<file path="config.mk">
export PLATFORM = sky130hd
export DESIGN_NAME = win_pos_gen
export DESIGN_NICKNAME = d
export VERILOG_FILES = /design/src/rtl/win_pos_gen.sv
export SDC_FILE = /design/constraint.sdc
export NUM_CORES = 1
export LEC_CHECK = 0
export BUFFER_PORTS_ARGS = -buffer_cell sky130_fd_sc_hd__buf_2
export CAP_MARGIN = 20
export CORE_MARGIN = 2
export CORE_UTILIZATION = 53
export CTS_CLUSTER_SIZE = 24
export DETAILED_ROUTE_END_ITERATION = 6
export GPL_TIMING_DRIVEN = 0
export PLACE_DENSITY = 0.89
export SKIP_LAST_GASP = 1
export SLEW_MARGIN = 10
export SYNTH_ARGS = -nofsm -noshare
export SYNTH_HDL_FRONTEND = slang
export SYNTH_SLANG_ARGS = --single-unit
</file>
<file path="constraint.sdc">
create_clock -name Clk -period 2.25 [get_ports Clk]
set_input_delay 0.1125 -clock Clk [delete_from_list [all_inputs] [get_ports Clk]]
set_output_delay 0.1125 -clock Clk [all_outputs]
set_load 0.05 [all_outputs]
</file>
<file path="src/rtl/win_pos_gen.sv">
// Window origin generator: raster-scans a window over a frame and emits the
// byte offset of each window origin, computed incrementally without a multiplier.
module win_pos_gen #(
    parameter int DIM_W = 8
) (
    input  logic             Clk,
    input  logic             Rst,
    input  logic             Start,
    input  logic [31:0]      FrameBase,
    input  logic [DIM_W-1:0] FrameCols,
    input  logic [DIM_W-1:0] FrameRows,
    input  logic [DIM_W-1:0] WinCols,
    input  logic [DIM_W-1:0] WinRows,
    input  logic             PosReady,
    output logic             PosValid,
    output logic [31:0]      add4_out,
    output logic [DIM_W-1:0] WinRow,
    output logic [DIM_W-1:0] WinCol,
    output logic             LastPos,
    output logic             Busy,
    output logic             Done,
    output logic             Err
);

    typedef enum logic [1:0] {IDLE, RUN, DONE} state_t;

    state_t           state;
    logic [DIM_W-1:0] max_col;
    logic [DIM_W-1:0] max_row;
    logic [31:0]      row_step;
    logic [31:0]      row_start;

    logic             cfg_ok;
    logic             at_row_end;
    logic             xfer;
    logic [DIM_W-1:0] nxt_col;
    logic [DIM_W-1:0] nxt_row;
    logic             nxt_last;

    always_comb begin
        cfg_ok     = (WinCols != '0) && (WinRows != '0) &&
                     (WinCols <= FrameCols) && (WinRows <= FrameRows);
        at_row_end = (WinCol == max_col);
        xfer       = PosValid && PosReady;
        nxt_col    = at_row_end ? '0 : WinCol + DIM_W'(1);
        nxt_row    = at_row_end ? WinRow + DIM_W'(1) : WinRow;
        nxt_last   = (nxt_row == max_row) && (nxt_col == max_col);
    end

    always_ff @(posedge Clk) begin
        if (Rst) begin
            state     <= IDLE;
            max_col   <= '0;
            max_row   <= '0;
            row_step  <= '0;
            row_start <= '0;
            PosValid  <= 1'b0;
            add4_out  <= '0;
            WinRow    <= '0;
            WinCol    <= '0;
            LastPos   <= 1'b0;
            Busy      <= 1'b0;
            Done      <= 1'b0;
            Err       <= 1'b0;
        end else begin
            case (state)
                IDLE: begin
                    Done <= 1'b0;
                    if (Start) begin
                        max_col   <= FrameCols - WinCols;
                        max_row   <= FrameRows - WinRows;
                        row_step  <= 32'(FrameCols) << 2;
                        row_start <= FrameBase;
                        add4_out  <= FrameBase;
                        WinRow    <= '0;
                        WinCol    <= '0;
                        if (cfg_ok) begin
                            state    <= RUN;
                            PosValid <= 1'b1;
                            Busy     <= 1'b1;
                            Err      <= 1'b0;
                            LastPos  <= (FrameCols == WinCols) && (FrameRows == WinRows);
                        end else begin
                            state <= DONE;
                            Done  <= 1'b1;
                            Err   <= 1'b1;
                        end
                    end
                end
                RUN: begin
                    if (xfer) begin
                        if (LastPos) begin
                            state    <= DONE;
                            PosValid <= 1'b0;
                            Busy     <= 1'b0;
                            LastPos  <= 1'b0;
                            Done     <= 1'b1;
                        end else begin
                            WinCol  <= nxt_col;
                            WinRow  <= nxt_row;
                            LastPos <= nxt_last;
                            // Row wrap reloads from the row-start register so column steps never accumulate drift.
                            if (at_row_end) begin
                                row_start <= row_start + row_step;
                                add4_out  <= row_start + row_step;
                            end else begin
                                add4_out  <= add4_out + 32'd4;
                            end
                        end
                    end
                end
                DONE: begin
                    state <= IDLE;
                    Done  <= 1'b0;
                end
                default: state <= IDLE;
            endcase
        end
    end

endmodule

</file>
==> flow_summary_export.csv, run 1 <==
group,metric,value,unit
outcome,outcome,"complete, but fails checks",
outcome,violations,"DRC, hold timing, setup timing",
final_layout,area_growth_syn_to_layout,34.6,%
floorplanning,die_w,125,um
final_layout,final_core_util,0.725,
synth,ys.flop_type,"dfxtp_1",
clocking,clk_pin_slew,0.09,ns
clocking,clockBufferDepth,2,
synth,synth_fp_nets,1142,
place,io_buffers,120,
power,clock_power_share,0.235,
clocking,tritoncts,"done",
global_routing,grt_pass1_wl,47500,um
global_routing,grt_start_max_net_pins,19,
final_layout,final_common_cell,"buf_2",
final_layout,fill_cells,1003,
floorplanning,rows,44,
final_layout,antennaDiodeCount,0,
power,p_sw,3.11,mW
timing,slew_headroom,0.374,
floorplanning,core-area,14400,um2
drt,routed_via_density,7.10,
timing,skew,0.0191,ns
worst_setup_path,rrSetupSlack,-0.24,ns
global_routing,met3_usage,0.0993,
drt,ant_nets,0,
power,pwr-share-seq,0.341,
global_routing,grt_pass1_vias,8812,
final_layout,layout_common_cells,"123 x buf_2, 102 x nand2_1, 81 x a21oi_1, 74 x nor2_1, 68 x dfxtp_1",
clocking,cts_root_buf,"clkbuf_16",
clocking,cts_buffers,9,
power,p_sw_frac,0.427,
synth,ys_seq_area_frac,0.283,
global_routing,track_usage,0.380,
clocking,clkSinkCount,110,
floorplanning,die_area,15700,um2
place,post_dp_cell_area,8680,um2
synth,syn_area_per_cell,7.47,um2
worst_setup_path,critPathMaxFanout,5,
synth,synth-warning-count,0,
final_layout,design_area,10500,um2
timing,setup-violations-final,42,
timing,layout_worst_path_cycle_share,1.11,
timing,hold_slack,-0.00664,ns
global_routing,antenna_found_initial,1,
clocking,cts.htree.levels,3,
drt,drt-total-wl,34300,um
timing,hold_viol_final,1,
floorplanning,die_h,125,um
power,peakVddDrop,545,uV
hold_path,hp-class,"in -> reg",
place,dp_hpwl,20900,um
drt,vias,10115,
synth,ys_types,66,
synth,synthArstFlopShare,0,
worst_setup_path,cp.required,2.55,ns
drt,detail_route.wl_per_cell,24.1,um
power,power.internal,4.17,mW
clocking,worst_skew_pair.late_latency,0.39,ns
timing,worst_slack,-0.240,ns
timing,max_freq,0.402,GHz
worst_setup_path,crit_type,"reg -> reg",
power,p_leak,4.12,nW
drt,drc_errors,50,
timing,finalCriticalPeriod,2.49,ns
global_routing,grt_use_met2,0.599,
synth,synth-seq-cells,110,
global_routing,grt-busiest-layer,"met2",
timing,tightest_slew,0.940,ns
final_layout,nNetsFinal,1337,
worst_setup_path,endpoint_kind,"flop",
power,power.density,695,nW/um2
power,combPwrFrac,0.424,
global_routing,met1_usage,0.477,
worst_setup_path,crit_path_start_kind,"flop",
timing,grt_setup_unrepaired,"yes",
synth,synth_area,7770,um2
final_layout,drive_above_1_share,0.321,
synth,synth_cells,1041,
drt,dr.pass1.iters,7,
floorplanning,start_util,0.539,
global_routing,grt_overflow,0,
floorplanning,ioPinCount,121,
flow_run,drv_cap,0,
timing,maxSlewViolCount,0,
synth,synth-edff-count,0,
drt,first_iter_violations,1988,
worst_setup_path,arrival,2.79,ns
place,gp_congestion,1.02,
-- metrics by stage --
stage / power, mW / std cells / hold slack, ns / TNS [ns] / worst slack [ns]
6_report: 7.27 / 1425 / -0.00664 / -3.11 / -0.240
5_1_grt: 7.42 / 1425 / 0.00165 / -4.68 / -0.298
4_1_cts: 6.69 / 1406 / 0.00642 / -0.348 / -0.104
3_5_place_dp: 4.65 / 1345 / 0.380 / -58.80 / -0.977
3_3_place_gp: 4.61 / 1345 / 0.379 / -53.68 / -0.849
2_1_floorplan: 3.92 / 1041 / 0.248 / -0.0676 / -0.0314
-- worst paths after layout --
path | from | to | cells after the start
min | FrameCols[6] | row_step[8] | 3
max | max_col[4] | LastPos | 9
max reg2reg | max_col[4] | LastPos | 9
min reg2reg | row_step[4] | row_step[4] | 2
-- state kept, by name, indices dropped and copies added (netlist names) --
signal / count
WinRow: 8
LastPos: 1
Err: 1
max_row: 8
state: 2
Busy: 1
WinCol: 8
max_col: 8
add4_out: 32
row_step: 8
Done: 1
row_start: 32
-- cells in the mapped netlist, types with 14 or more instances --
library cell  number  share of area
dfxtp_1          110           0.28
nand2_1          106          0.051
a21oi_1           87          0.056
nor2_1            81          0.039
o21ai_0           62          0.040
clkbuf_1          50          0.024
xnor2_1           48          0.054
inv_1             44          0.021
nand3_1           41          0.026
ha_1              30          0.048
nor3_1            29          0.019
nand4_1           26          0.021
nor4_1            23          0.019
a211oi_1          20          0.019
a31oi_1           18          0.014
nor2b_1           18          0.014
a311oi_1          17          0.019
a22oi_1           16          0.015
xor2_1            15          0.017
o21a_1            14          0.014
or3_1             14          0.011
-- kinds of logic after synthesis --
logic type,count (synthesis),synth area share
multiplexers,6,0.00789
AND/OR/NAND/NOR,395,0.257
XOR/XNOR,63,0.0710
adder cells (fa/ha/maj),33,0.0560
AO/OA/AOI/OAI,322,0.268
flip-flops,110,0.283
buffers and inverters,112,0.0570
-- power by group through the flow --
stage / clock network [mW] / logic, mW / registers [mW]
finish: 1.71 / 3.09 / 2.48
global route: 1.77 / 3.16 / 2.49
CTS: 1.66 / 2.61 / 2.42
detailed placement: 0 / 2.20 / 2.45
global placement: 0 / 2.17 / 2.44
floorplan: 0 / 1.24 / 2.67
-- layout make-up --
cell class | instances | area, um2 | area share
well taps | 184 | 230 | 0.0220
flip-flops and latches | 110 | 2280 | 0.218
inverters | 45 | 173 | 0.0165
repair buffers | 190 | 1170 | 0.112
multi-input cells | 819 | 5860 | 0.560
clock buffers | 12 | 267 | 0.0255
clock inverters | 4 | 36.3 | 0.00347
plain buffers | 61 | 445 | 0.0426
-- worst max-delay path, cell delays in order, from the launching register on --
cell	delay, ns
dfxtp_4	0.40
xnor2_4	0.18
nand4_1	0.30
buf_6	0.25
buf_6	0.12
nor3_4	0.21
xnor2_1	0.14
nor4_1	0.32
nand4_1	0.18
a311oi_1	0.29
-- metal layers --
layer	routed length, um	part of all wire
met5	0	0
met4	2760	0.080
met3	5040	0.15
met2	14400	0.42
met1	12100	0.35
-- repair_timing --
item                                   in CTS  in global routing
resized for setup                         146                122
hold buffers                                2                  0
setup endpoints to repair                  80                 83
setup buffers                              45                 23
endpoints found under the hold margin       2                  0
pin swaps                                  31                 62
No activity file was read; power rests on OpenSTA's default activity.
==> run 2, diff against run 1 <==
--- a/config.mk
+++ b/config.mk
@@ -8,7 +8,7 @@
 export BUFFER_PORTS_ARGS = -buffer_cell sky130_fd_sc_hd__buf_2
 export CAP_MARGIN = 20
 export CORE_MARGIN = 2
-export CORE_UTILIZATION = 53
+export CORE_UTILIZATION = 55
 export CTS_CLUSTER_SIZE = 24
 export DETAILED_ROUTE_END_ITERATION = 6
 export GPL_TIMING_DRIVEN = 0
==> constraint.sdc (replaced) <==
create_clock -name Clk -period 2.3 [get_ports Clk]
set_input_delay 0.115 -clock Clk [delete_from_list [all_inputs] [get_ports Clk]]
set_output_delay 0.115 -clock Clk [all_outputs]
set_load 0.05 [all_outputs]
==> run 2 against run 1 <==
The flow finishes with violations (DRC, setup timing); combinational power is 6% lower; highest routed layer is now met5; critical endpoint unchanged; register-to-register slack better by 0.04 ns; hold slack better by 0.0076 ns; global-route usage is 2.3 points higher; clock power is 5% higher.
==> flow_summary_export.csv, run 2 (same netlist as run 1, synthesis figures left out) <==
group,metric,value,unit
place,placed_cells,1341,
worst_setup_path,reg2reg_depth,8,
drt,drc_errors,15,
hold_path,hp-class,"in -> reg",
timing,layout_worst_path_cycle_share,1.09,
final_layout,drive_above_1_share,0.300,
place,gp_congestion,1.01,
worst_setup_path,cp_common_cell,"nand4_1",
hold_path,holdPathStages,3,
worst_setup_path,r2r_end,"LastPos",
drt,ant_nets,0,
floorplanning,rows,43,
place,io_buffers,120,
global_routing,grt_start_max_net_pins,19,
floorplanning,die_area,15100,um2
final_layout,top_regs,"add4_out (32), row_start (32)",
timing,hold_slack,0.000973,ns
worst_setup_path,rrSetupSlack,-0.20,ns
timing,setup-violations-final,23,
worst_setup_path,critPathMaxFanout,10,
power,clock_power_share,0.253,
worst_setup_path,cpPeakStageDelay,0.41,ns
floorplanning,die_w,123,um
flow_run,drv_cap,0,
timing,max_freq,0.400,GHz
clocking,tritoncts,"done",
clocking,cts_buffers,9,
final_layout,fin_cells,1406,
global_routing,grt_pass1_wl,46400,um
worst_setup_path,reg2reg_from,"WinCol[2]",
clocking,clkSinkCount,110,
timing,skew,0.0186,ns
power,power.density,698,nW/um2
power,peakVddDrop,434,uV
timing,maxSlewViolCount,0,
outcome,outcome,"complete, but fails checks",
clocking,clockBufferDepth,2,
drt,drt-total-wl,33300,um
floorplanning,core-area,13800,um2
clocking,clk_pin_slew,0.08,ns
timing,worst_slack,-0.197,ns
global_routing,grt_overflow,0,
clocking,cts.htree.levels,3,
hold_path,min_from,"FrameCols[5]",
global_routing,antenna_found_initial,0,
timing,hold_viol_final,0,
timing,finalCriticalPeriod,2.50,ns
hold_path,hold_end,"row_step[7]",
clocking,cts_root_buf,"clkbuf_16",
worst_setup_path,endpoint_kind,"flop",
worst_setup_path,cp.required,2.58,ns
floorplanning,start_util,0.562,
timing,grt_setup_unrepaired,"yes",
drt,routed_via_density,7.16,
power,p_leak,4.04,nW
drt,first_iter_violations,1931,
floorplanning,ioPinCount,121,
worst_setup_path,path_cells,"buf_4 -> nand4_1 -> or3_1 -> a211oi_1 -> o21ai_0 -> a2111oi_1 -> nand4_1 -> a311oi_2",
drt,vias,10063,
drt,dr.pass1.iters,7,
clocking,worst_skew_pair.late_latency,0.38,ns
power,p_sw_frac,0.417,
power,p_sw,2.97,mW
worst_setup_path,crit_type,"reg -> reg",
final_layout,antennaDiodeCount,0,
global_routing,track_usage,0.402,
worst_setup_path,crit_path_start_kind,"flop",
power,power.internal,4.15,mW
final_layout,final_common_cell,"buf_2",
worst_setup_path,arrival,2.77,ns
global_routing,grt_pass1_vias,8747,
timing,tightest_slew,1.04,ns
final_layout,nNetsFinal,1322,
floorplanning,die_h,123,um
power,combPwrFrac,0.409,
final_layout,layout_common_cells,"122 x buf_2, 102 x nand2_1, 82 x a21oi_1, 75 x nor2_1, 73 x dfxtp_1",
drt,detail_route.wl_per_cell,23.7,um
power,pwr-share-seq,0.338,
final_layout,area_growth_syn_to_layout,31.3,%
timing,slew_headroom,0.307,
worst_setup_path,critPathSlowestCell,"or3_1",
outcome,violations,"DRC, setup timing",
place,dp_hpwl,20600,um
-- run 2: area by class of cell --
cell class | instances | area, um2
well taps | 180 | 225
fillers | 923 | 3620
multi-input cells | 819 | 5740
plain buffers | 62 | 412
clock inverters | 6 | 90.1
repair buffers | 174 | 1060
clock buffers | 10 | 239
inverters | 45 | 174
flip-flops and latches | 110 | 2260
-- run 2: per-stage QoR --
stage | setup slack, ns | utilization | total power, mW | setup TNS, ns | instance area [um2]
floorplan | -0.00945 | - | 3.82 | -0.00945 | 7820
global placement | -0.839 | 0.625 | 4.49 | -49.47 | 8650
detailed placement | -0.901 | 0.625 | 4.54 | -53.81 | 8650
CTS | -0.0948 | 0.698 | 6.60 | -0.264 | 9660
global route | -0.223 | 0.738 | 7.27 | -3.11 | 10200
finish | -0.197 | 0.738 | 7.12 | -1.47 | 10200
-- run 2: worst max-delay path by stage --
stage	from	to	slack (ns)	cells after the start
2_1_floorplan	WinCol[4]	LastPos	-0.009	9
3_3_place_gp	WinCol[0]	add4_out[27]	-0.84	11
3_5_place_dp	WinCol[0]	add4_out[27]	-0.90	11
4_1_cts	row_start[3]	add4_out[27]	-0.09	9
5_1_grt	WinCol[2]	LastPos	-0.22	8
6_report	WinCol[2]	LastPos	-0.20	8
-- run 2: routing by layer --
layer  wire (um)  track usage  vias to the layer above
li1            -            -                     4215
met3        5040        0.129                      303
met1       11600        0.498                     4516
met5          37       0.0208                        -
met2       14000        0.591                     1027
met4        2620        0.274                        2
-- run 2: worst max-delay path: cells and delay by family (launching register included) --
kind            cells  cell delay [ns]
buf+inv             1             0.19
flops               1             0.38
simple gates        3             0.73
compound gates      4             1.12
-- run 2: power by group through the flow --
stage / sequential [mW] / combinational, mW / clock [mW]
after global routing: 2.42 / 3.01 / 1.84
after detailed placement: 2.39 / 2.15 / 0
after global placement: 2.39 / 2.10 / 0
final: 2.41 / 2.91 / 1.80
after floorplan: 2.61 / 1.21 / 0
after CTS: 2.36 / 2.47 / 1.77
-- run 2: repair_timing --
action                     CTS  global route
hold endpoints to repair     1             0
setup endpoints to repair   79            81
resized for setup          127           110
hold buffers                 1             0
pin swaps                   28            47
setup buffers               31            23
